[src/rtl/signed_clamp_rr_scheduler.sv]
// Round-robin shared signed clamp: NUM_CH requesters feed one saturating narrower
// with a single registered output stage and a sticky saturation-event counter.
module signed_clamp_rr_scheduler #(
    parameter int IN_WIDTH  = 16,
    parameter int OUT_WIDTH = 8,
    parameter int SYMMETRIC = 0,
    parameter int NUM_CH    = 4,
    parameter int CNT_WIDTH = 16
) (
    input  logic                                clk,
    input  logic                                rst_n,
    input  logic [NUM_CH-1:0][IN_WIDTH-1:0]     data_in,
    input  logic [NUM_CH-1:0]                   data_in_valid,
    output logic [NUM_CH-1:0]                   data_in_ready,
    output logic [OUT_WIDTH-1:0]                data_out,
    output logic                                data_out_valid,
    input  logic                                data_out_ready,
    output logic [$clog2(NUM_CH)-1:0]           data_out_ch,
    output logic                                data_out_sat,
    input  logic                                clear_count,
    output logic [CNT_WIDTH-1:0]                sat_count
);

    localparam int CH_W = $clog2(NUM_CH);

    // Clamp limits, sign-extended to the input width so compares are signed at IN_WIDTH.
    localparam logic signed [IN_WIDTH-1:0] MAX_V = IN_WIDTH'((2 ** (OUT_WIDTH - 1)) - 1);
    localparam logic signed [IN_WIDTH-1:0] MIN_V = IN_WIDTH'(SYMMETRIC - (2 ** (OUT_WIDTH - 1)));
    localparam logic [CH_W-1:0]            LAST_CH_RST = CH_W'(NUM_CH - 1);
    localparam logic [CNT_WIDTH-1:0]       CNT_MAX = '1;

    logic [CH_W-1:0]              last_ch;
    logic [CH_W-1:0]              grant;
    logic [CH_W-1:0]              cand;
    logic                         found;
    logic                         any_valid;
    logic                         load;
    logic                         transfer;
    int                           idx;

    logic signed [IN_WIDTH-1:0]   sample;
    logic [OUT_WIDTH-1:0]         clamp_val;
    logic                         clamp_sat;

    assign any_valid = |data_in_valid;
    assign load      = !data_out_valid || data_out_ready;
    assign transfer  = rst_n && load && any_valid;

    // Search starts one past the last grant and wraps, giving rotating priority.
    always_comb begin
        grant = last_ch;
        cand  = '0;
        found = 1'b0;
        idx   = 0;
        for (int i = 1; i <= NUM_CH; i++) begin
            idx = int'(last_ch) + i;
            if (idx >= NUM_CH) begin
                idx = idx - NUM_CH;
            end
            cand = CH_W'(idx);
            if (!found && data_in_valid[cand]) begin
                grant = cand;
                found = 1'b1;
            end
        end
    end

    always_comb begin
        data_in_ready = '0;
        for (int g = 0; g < NUM_CH; g++) begin
            data_in_ready[g] = transfer && (grant == CH_W'(g));
        end
    end

    always_comb begin
        sample    = $signed(data_in[grant]);
        clamp_val = sample[OUT_WIDTH-1:0];
        clamp_sat = 1'b0;
        if (sample > MAX_V) begin
            clamp_val = MAX_V[OUT_WIDTH-1:0];
            clamp_sat = 1'b1;
        end else if (sample < MIN_V) begin
            clamp_val = MIN_V[OUT_WIDTH-1:0];
            clamp_sat = 1'b1;
        end
    end

    always_ff @(posedge clk or negedge rst_n) begin
        if (!rst_n) begin
            last_ch        <= LAST_CH_RST;
            data_out       <= '0;
            data_out_ch    <= '0;
            data_out_sat   <= 1'b0;
            data_out_valid <= 1'b0;
        end else if (transfer) begin
            last_ch        <= grant;
            data_out       <= clamp_val;
            data_out_ch    <= grant;
            data_out_sat   <= clamp_sat;
            data_out_valid <= 1'b1;
        end else if (data_out_ready) begin
            data_out_valid <= 1'b0;
        end
    end

    // Clear wins over a same-cycle saturated transfer; the count sticks at all-ones.
    always_ff @(posedge clk or negedge rst_n) begin
        if (!rst_n) begin
            sat_count <= '0;
        end else if (clear_count) begin
            sat_count <= '0;
        end else if (transfer && clamp_sat && (sat_count != CNT_MAX)) begin
            sat_count <= sat_count + 1'b1;
        end
    end

endmodule

[config.mk]
export PLATFORM = sky130hd
export DESIGN_NAME = signed_clamp_rr_scheduler
export DESIGN_NICKNAME = d
export VERILOG_FILES = /design/src/rtl/signed_clamp_rr_scheduler.sv
export SDC_FILE = /design/constraint.sdc
export NUM_CORES = 1
export LEC_CHECK = 0
export ABC_AREA = 1
export BUFFER_PORTS_ARGS = -buffer_cell sky130_fd_sc_hd__buf_2
export CORE_ASPECT_RATIO = 1.4
export CORE_UTILIZATION = 45
export CTS_CLUSTER_SIZE = 8
export DETAILED_ROUTE_END_ITERATION = 12
export HOLD_SLACK_MARGIN = 0.02
export PLACE_DENSITY_LB_ADDON = 0.25
export SLEW_MARGIN = 10
export SYNTH_ARGS = -nofsm -noshare
export SYNTH_HDL_FRONTEND = slang
export SYNTH_SLANG_ARGS = --single-unit
[constraint.sdc]
create_clock -name clk -period 2.9 [get_ports clk]
set_input_delay 0.29 -clock clk [delete_from_list [all_inputs] [get_ports clk]]
set_output_delay 0.29 -clock clk [all_outputs]
set_load 0.1 [all_outputs]
==> impl_metrics.tcl, run 1 <==
set metrics [dict create \
    synth_most_common_cell "nand2_1" \
    clock.fmax_mhz 354 \
    cts_tree "built" \
    yosysSeqAreaShare 0.290 \
    synthMuxAreaShare 0 \
    initial_utilization 0.470 \
    synthAdderAreaFrac 0.00482 \
    crit_required_ps 3120 \
    period_share 0.975 \
    hpwl_mm 5.43 \
    clock_path_buffers 2 \
    nNetsFinal 624 \
    wl_per_cell_um 12.8 \
    numPortBuffers 103 \
    postRouteAntennaNets 0 \
    cts_buffers 5 \
    first_iter_violations 220 \
    ios 104 \
    yosys.area_share.xor_xnor 0.0371 \
    dieArea_um2 6080 \
    die_w_um 66.2 \
    grt.total_usage 0.237 \
    netlist_area_um2 2600 \
    path_class "reg2reg" \
    core_area_um2 5530 \
    drv_slew 0 \
    yosysTopAreaCell "dfrtp_1" \
    drive_gt1_frac 0.330 \
    via_count 3189 \
    synthCells 425 \
    fin_skew_ps 8.09 \
    synth_edf_count 0 \
    synthTopCellsByArea "dfrtp_1, nand2_1, nand3_1" \
    async_reset_ff_frac 1.00 \
    arrival_ps 3050 \
    antenna_found_initial 0 \
    drv_cap 0 \
    clk-insertion-delay-late_ps 280 \
    postLayoutSetupSlackWorst_ps 73.6 \
    synth_flop_cell "dfrtp_1" \
    first_pass_iters 4 \
    drc 0 \
    yosysUniqueCellTypes 28 \
    via_per_inst 5.14 \
    clock_sinks 30 \
    num_rows 32 \
    end_kind "flop" \
    hold_viol_final 0 \
    place_ws_ps 61.5 \
    ys_seq_elements 30 \
    max-slew-margin-rel 0.570 \
    place_inst 591 \
    grt_overflow 0 \
    crit_path_max_fanout 8 \
    startpoint_type "flop" \
    timing.final.crit_period_ps 2830 \
    synth_top_family_by_area "simple AND/OR/NAND/NOR gates" \
    yosys.area_share.simple 0.536 \
    diodes 0 \
    synth_commonest_cells "nand2_1, nand3_1, nor2_1, inv_1, dfrtp_1" \
    setup_viol 0 \
    hold_path.class "in2async" \
    grt_pass1_wl_mm 11.4 \
    synth_compound_area_frac 0.0337 \
    grt_max_degree 31 \
    worst_pin_slew_ps 641 \
    yosysTopAreaCellShare 0.270 \
    yosys_warnings 0 \
    cts_root_buf "clkbuf_8" \
    path_clk_slew_ps 60 \
    area_delta_synth_final_pct 40.5 \
    synthesis.nets 498 \
    stdcell_count 620 \
    dieHeight_um 91.9 \
    hold_buffers 0 \
    place_congestion 0.923 \
    cts_max_level 2 \
    avgSynthCellArea_um2 6.11 \
    wirelength_mm 7.92 \
    status "complete, no violations" \
    grt_pass1_vias 2686 \
]
[final cells by class]
class | instances | area, um2
inverters | 42 | 173
clock inverters | 1 | 5.00
fillers | 503 | 1880
well taps | 68 | 85.1
flip-flops and latches | 30 | 753
clock buffers | 7 | 86.3
multi-input cells | 343 | 1740
repair buffers | 129 | 807
[placed cells by master, fill, tap and decap left out, types with 5 or more instances in the layout]
cell type	instances
nand2_1	155
buf_2	99
nand3_1	69
nor2_1	41
inv_1	37
dfrtp_1	28
buf_4	21
nand2_2	17
xor2_1	9
nand2_4	8
a31oi_1	7
clkbuf_8	6
nand3b_1	5
[kinds of logic after synthesis]
| family | after synthesis |
|---|---|
| adder cells (fa/ha/maj) | 1 |
| AO/OA/AOI/OAI | 13 |
| AND/OR/NAND/NOR | 313 |
| buffers and inverters | 57 |
| XOR/XNOR | 11 |
| flip-flops | 30 |
[registers in the layout, indices dropped and copies added (netlist names)]
register	flops
data_out_ch	2
sat_count	16
data_out_sat	1
data_out_valid	1
data_out	8
last_ch	2
[worst paths after layout]
path | slack (ps) | cells after the start | end | start
max in group asynchronous | 2540 | 2 | last_ch[0] | rst_n
setup reg to reg | 70 | 21 | sat_count[1] | last_ch[0]
hold reg to reg | 500 | 2 | data_out[7] | data_out[7]
hold / removal | 30 | 2 | sat_count[2] | rst_n
min in group clk | 270 | 4 | data_out_valid | data_out_ready
setup / recovery | 70 | 21 | sat_count[1] | last_ch[0]
[critical path, cell delays in order (launching register included)]
cell and delay (ps):
dfstp_2 620, buf_4 140, nand2_2 50, nand2_2 90
nand2_1 90, nand2_4 90, nand2_4 80, nand2_2 70
nand2_1 60, nand2_2 80, nand2_4 110, buf_8 150
nand3_1 70, nand2_1 90, nor2_1 120, nand2_1 110
o21ai_4 170, nand2_2 100, nand3_4 150, buf_6 160
nand3_1 70, nand2_1 90
[timing repair]
item                       CTS  global route
setup buffers                0            15
gates resized for setup      0            31
setup endpoints to repair    0            19
[routing by layer]
| layer | part of all wire | up-vias | GRT usage |
|---|---|---|---|
| met4 | 0.042 | 0 | 0.0887 |
| met5 | 0 | - | 0 |
| met2 | 0.53 | 125 | 0.428 |
| met3 | 0.049 | 31 | 0.0274 |
| met1 | 0.38 | 1433 | 0.278 |
| li1 | - | 1600 | - |
[metrics by stage]
stage	hold WS (ps)	utilization	area (um2)	TNS, ps
6_report	27.6	0.660	3650	0
5_1_grt	85.4	0.660	3650	-900
4_1_cts	58.0	0.606	3350	0
3_5_place_dp	358	0.589	3250	0
3_3_place_gp	355	0.589	3250	0
2_1_floorplan	-5.59	-	2620	-382
Power of run 1 is left out: the tool's default activity adds up to more than one toggle a clock period on the data nets, which glitch-free logic cannot reach.
==> inputs of run 2 (changes only) <==
--- a/config.mk
+++ b/config.mk
@@ -6,11 +6,13 @@
 export NUM_CORES = 1
 export LEC_CHECK = 0
 export ABC_AREA = 1
-export BUFFER_PORTS_ARGS = -buffer_cell sky130_fd_sc_hd__buf_2
+export CAP_MARGIN = 0
 export CORE_ASPECT_RATIO = 1.4
+export CORE_MARGIN = 4
 export CORE_UTILIZATION = 45
 export CTS_CLUSTER_SIZE = 8
 export DETAILED_ROUTE_END_ITERATION = 12
+export DONT_BUFFER_PORTS = 1
 export HOLD_SLACK_MARGIN = 0.02
 export PLACE_DENSITY_LB_ADDON = 0.25
 export SLEW_MARGIN = 10
==> run 2 against run 1 <==
Register-to-register slack better by 120 ps. Largest cell class unchanged. Clock-buffer cell count unchanged. Critical endpoint is now sat_count[8]. Critical path depth down 2. First-iteration DRC count down 19%. Utilization down 11 points.
==> impl_metrics.tcl, run 2 (same netlist as run 1, synthesis figures left out) <==
set metrics [dict create \
    cts_tree "built" \
    place_congestion 0.815 \
    hpwl_mm 5.42 \
    grt.total_usage 0.202 \
    initial_utilization 0.467 \
    nNetsFinal 525 \
    dieHeight_um 97.9 \
    whs_ps 169 \
    numPortBuffers 0 \
    arrival_ps 2910 \
    grt_pass1_vias 2598 \
    crit_path_max_fanout 17 \
    core_area_um2 5570 \
    antenna_found_initial 0 \
    grt_overflow 0 \
    cts_buffers 5 \
    startpoint "last_ch[0]" \
    first_pass_iters 5 \
    top_register "sat_count" \
    clock.fmax_mhz 370 \
    startpoint_type "flop" \
    layout.cells.most_common "nand2_1" \
    grt_pass1_wl_mm 11.7 \
    rr_worst_depth 19 \
    ios 104 \
    crit_required_ps 3110 \
    path_clk_slew_ps 60 \
    largest_reg_flops 16 \
    first_iter_violations 178 \
    status "complete, no violations" \
    via_per_inst 5.31 \
    wl_per_cell_um 13.7 \
    path_class "reg2reg" \
    period_share 0.933 \
    hold_viol_final 0 \
    drc 0 \
    largestRegisters "sat_count (16), data_out (8)" \
    r2r_start "last_ch[0]" \
    area_delta_synth_final_pct 17.8 \
    die_w_um 72.2 \
    r2r_slack_ps 200 \
    grt_max_degree 31 \
    crit_end "sat_count[8]" \
    diodes 0 \
    timing.final.crit_period_ps 2700 \
    final_cell_mix "nand2_1, nand3_1, nor2_1" \
    reg2reg_to "sat_count[8]" \
    clock_path_buffers 2 \
    drv_cap 0 \
    setup_viol 0 \
    cts_root_buf "clkbuf_8" \
    end_kind "flop" \
    dieArea_um2 7070 \
    rsz0062_at_grt "yes" \
    clock_sinks 30 \
    num_rows 32 \
    clk-insertion-delay-late_ps 280 \
    drive_gt1_frac 0.157 \
    drv_slew 0 \
    fin_skew_ps 6.39 \
    hold_path.class "in2reg" \
    cts_max_level 2 \
    via_count 2766 \
    postRouteAntennaNets 0 \
    wirelength_mm 7.14 \
    worst_pin_slew_ps 956 \
    max-slew-margin-rel 0.363 \
]
-- run 2: changes by cell type in the layout (fill, tap and decap cells not counted), moves of 2 or more --
cell,before,now
nand2_1,155,162
inv_2,1,3
nand2_4,8,4
nand2_2,17,12
nand3_2,4,0
buf_4,21,26
nand3_1,69,72
buf_2,99,0
-- run 2: repair_timing --
item | CTS | global route
endpoints found under the hold margin | 30 | 0
buffers inserted | 0 | 2
setup endpoints to repair | 0 | 19
resized for setup | 0 | 7
hold buffers | 2 | 0
-- run 2: critical path, stage by stage (launching register included) --
cell and delay [ps]:
dfstp_2 560, inv_2 110, nand2_1 90, nand2_2 80, nand2_2 100, nand2_2 70, nor2_1 140, nand3_1 160
nand2_4 210, nand2_1 70, nand3_1 80, nand2_1 60, nor2_1 90, nand2_1 100, o21ai_4 160, nand2_2 90
nand3_4 120, buf_6 170, nand3_1 80, nand2_1 90
-- run 2: layer usage --
layer / global-route usage / vias to the layer above / routed length, um
li1: - / 1394 / -
met1: 0.237 / 1245 / 2820
met2: 0.352 / 118 / 3650
met3: 0.0515 / 9 / 556
met4: 0.0608 / 0 / 112
met5: 0 / - / 0
-- run 2: worst min path at each step --
stage | start | endpoint | cells past startpoint
final | clear_count | sat_count[4] | 3
after global routing | clear_count | sat_count[4] | 3
after detailed placement | rst_n | sat_count[3] | 0
after global placement | rst_n | sat_count[3] | 0
after floorplan | rst_n | data_out[0] | 0
after CTS | clear_count | sat_count[10] | 3
-- run 2: per-stage QoR --
stage / utilization / setup TNS [ps] / area, um2 / instances / worst slack, ps
floorplan: - / -382 / 2620 / 425 / -147
global route: 0.550 / -142 / 3060 / 521 / -22.0
detailed placement: 0.517 / 0 / 2880 / 508 / 91.4
finish: 0.550 / 0 / 3060 / 521 / 196
CTS: 0.539 / 0 / 3000 / 518 / 72.1
global placement: 0.517 / 0 / 2880 / 508 / 162
-- run 2: cell type report --
cell class                 count  area [um2]
tap                           68        85.1
clock inverter                 1        5.00
fill                         545        2510
timing repair buffer          34         328
sequential                    30         753
multi-input combinational    339        1640
clock buffer                   7        86.3
inverter                      42         160
Power of run 2 is left out for the same reason.
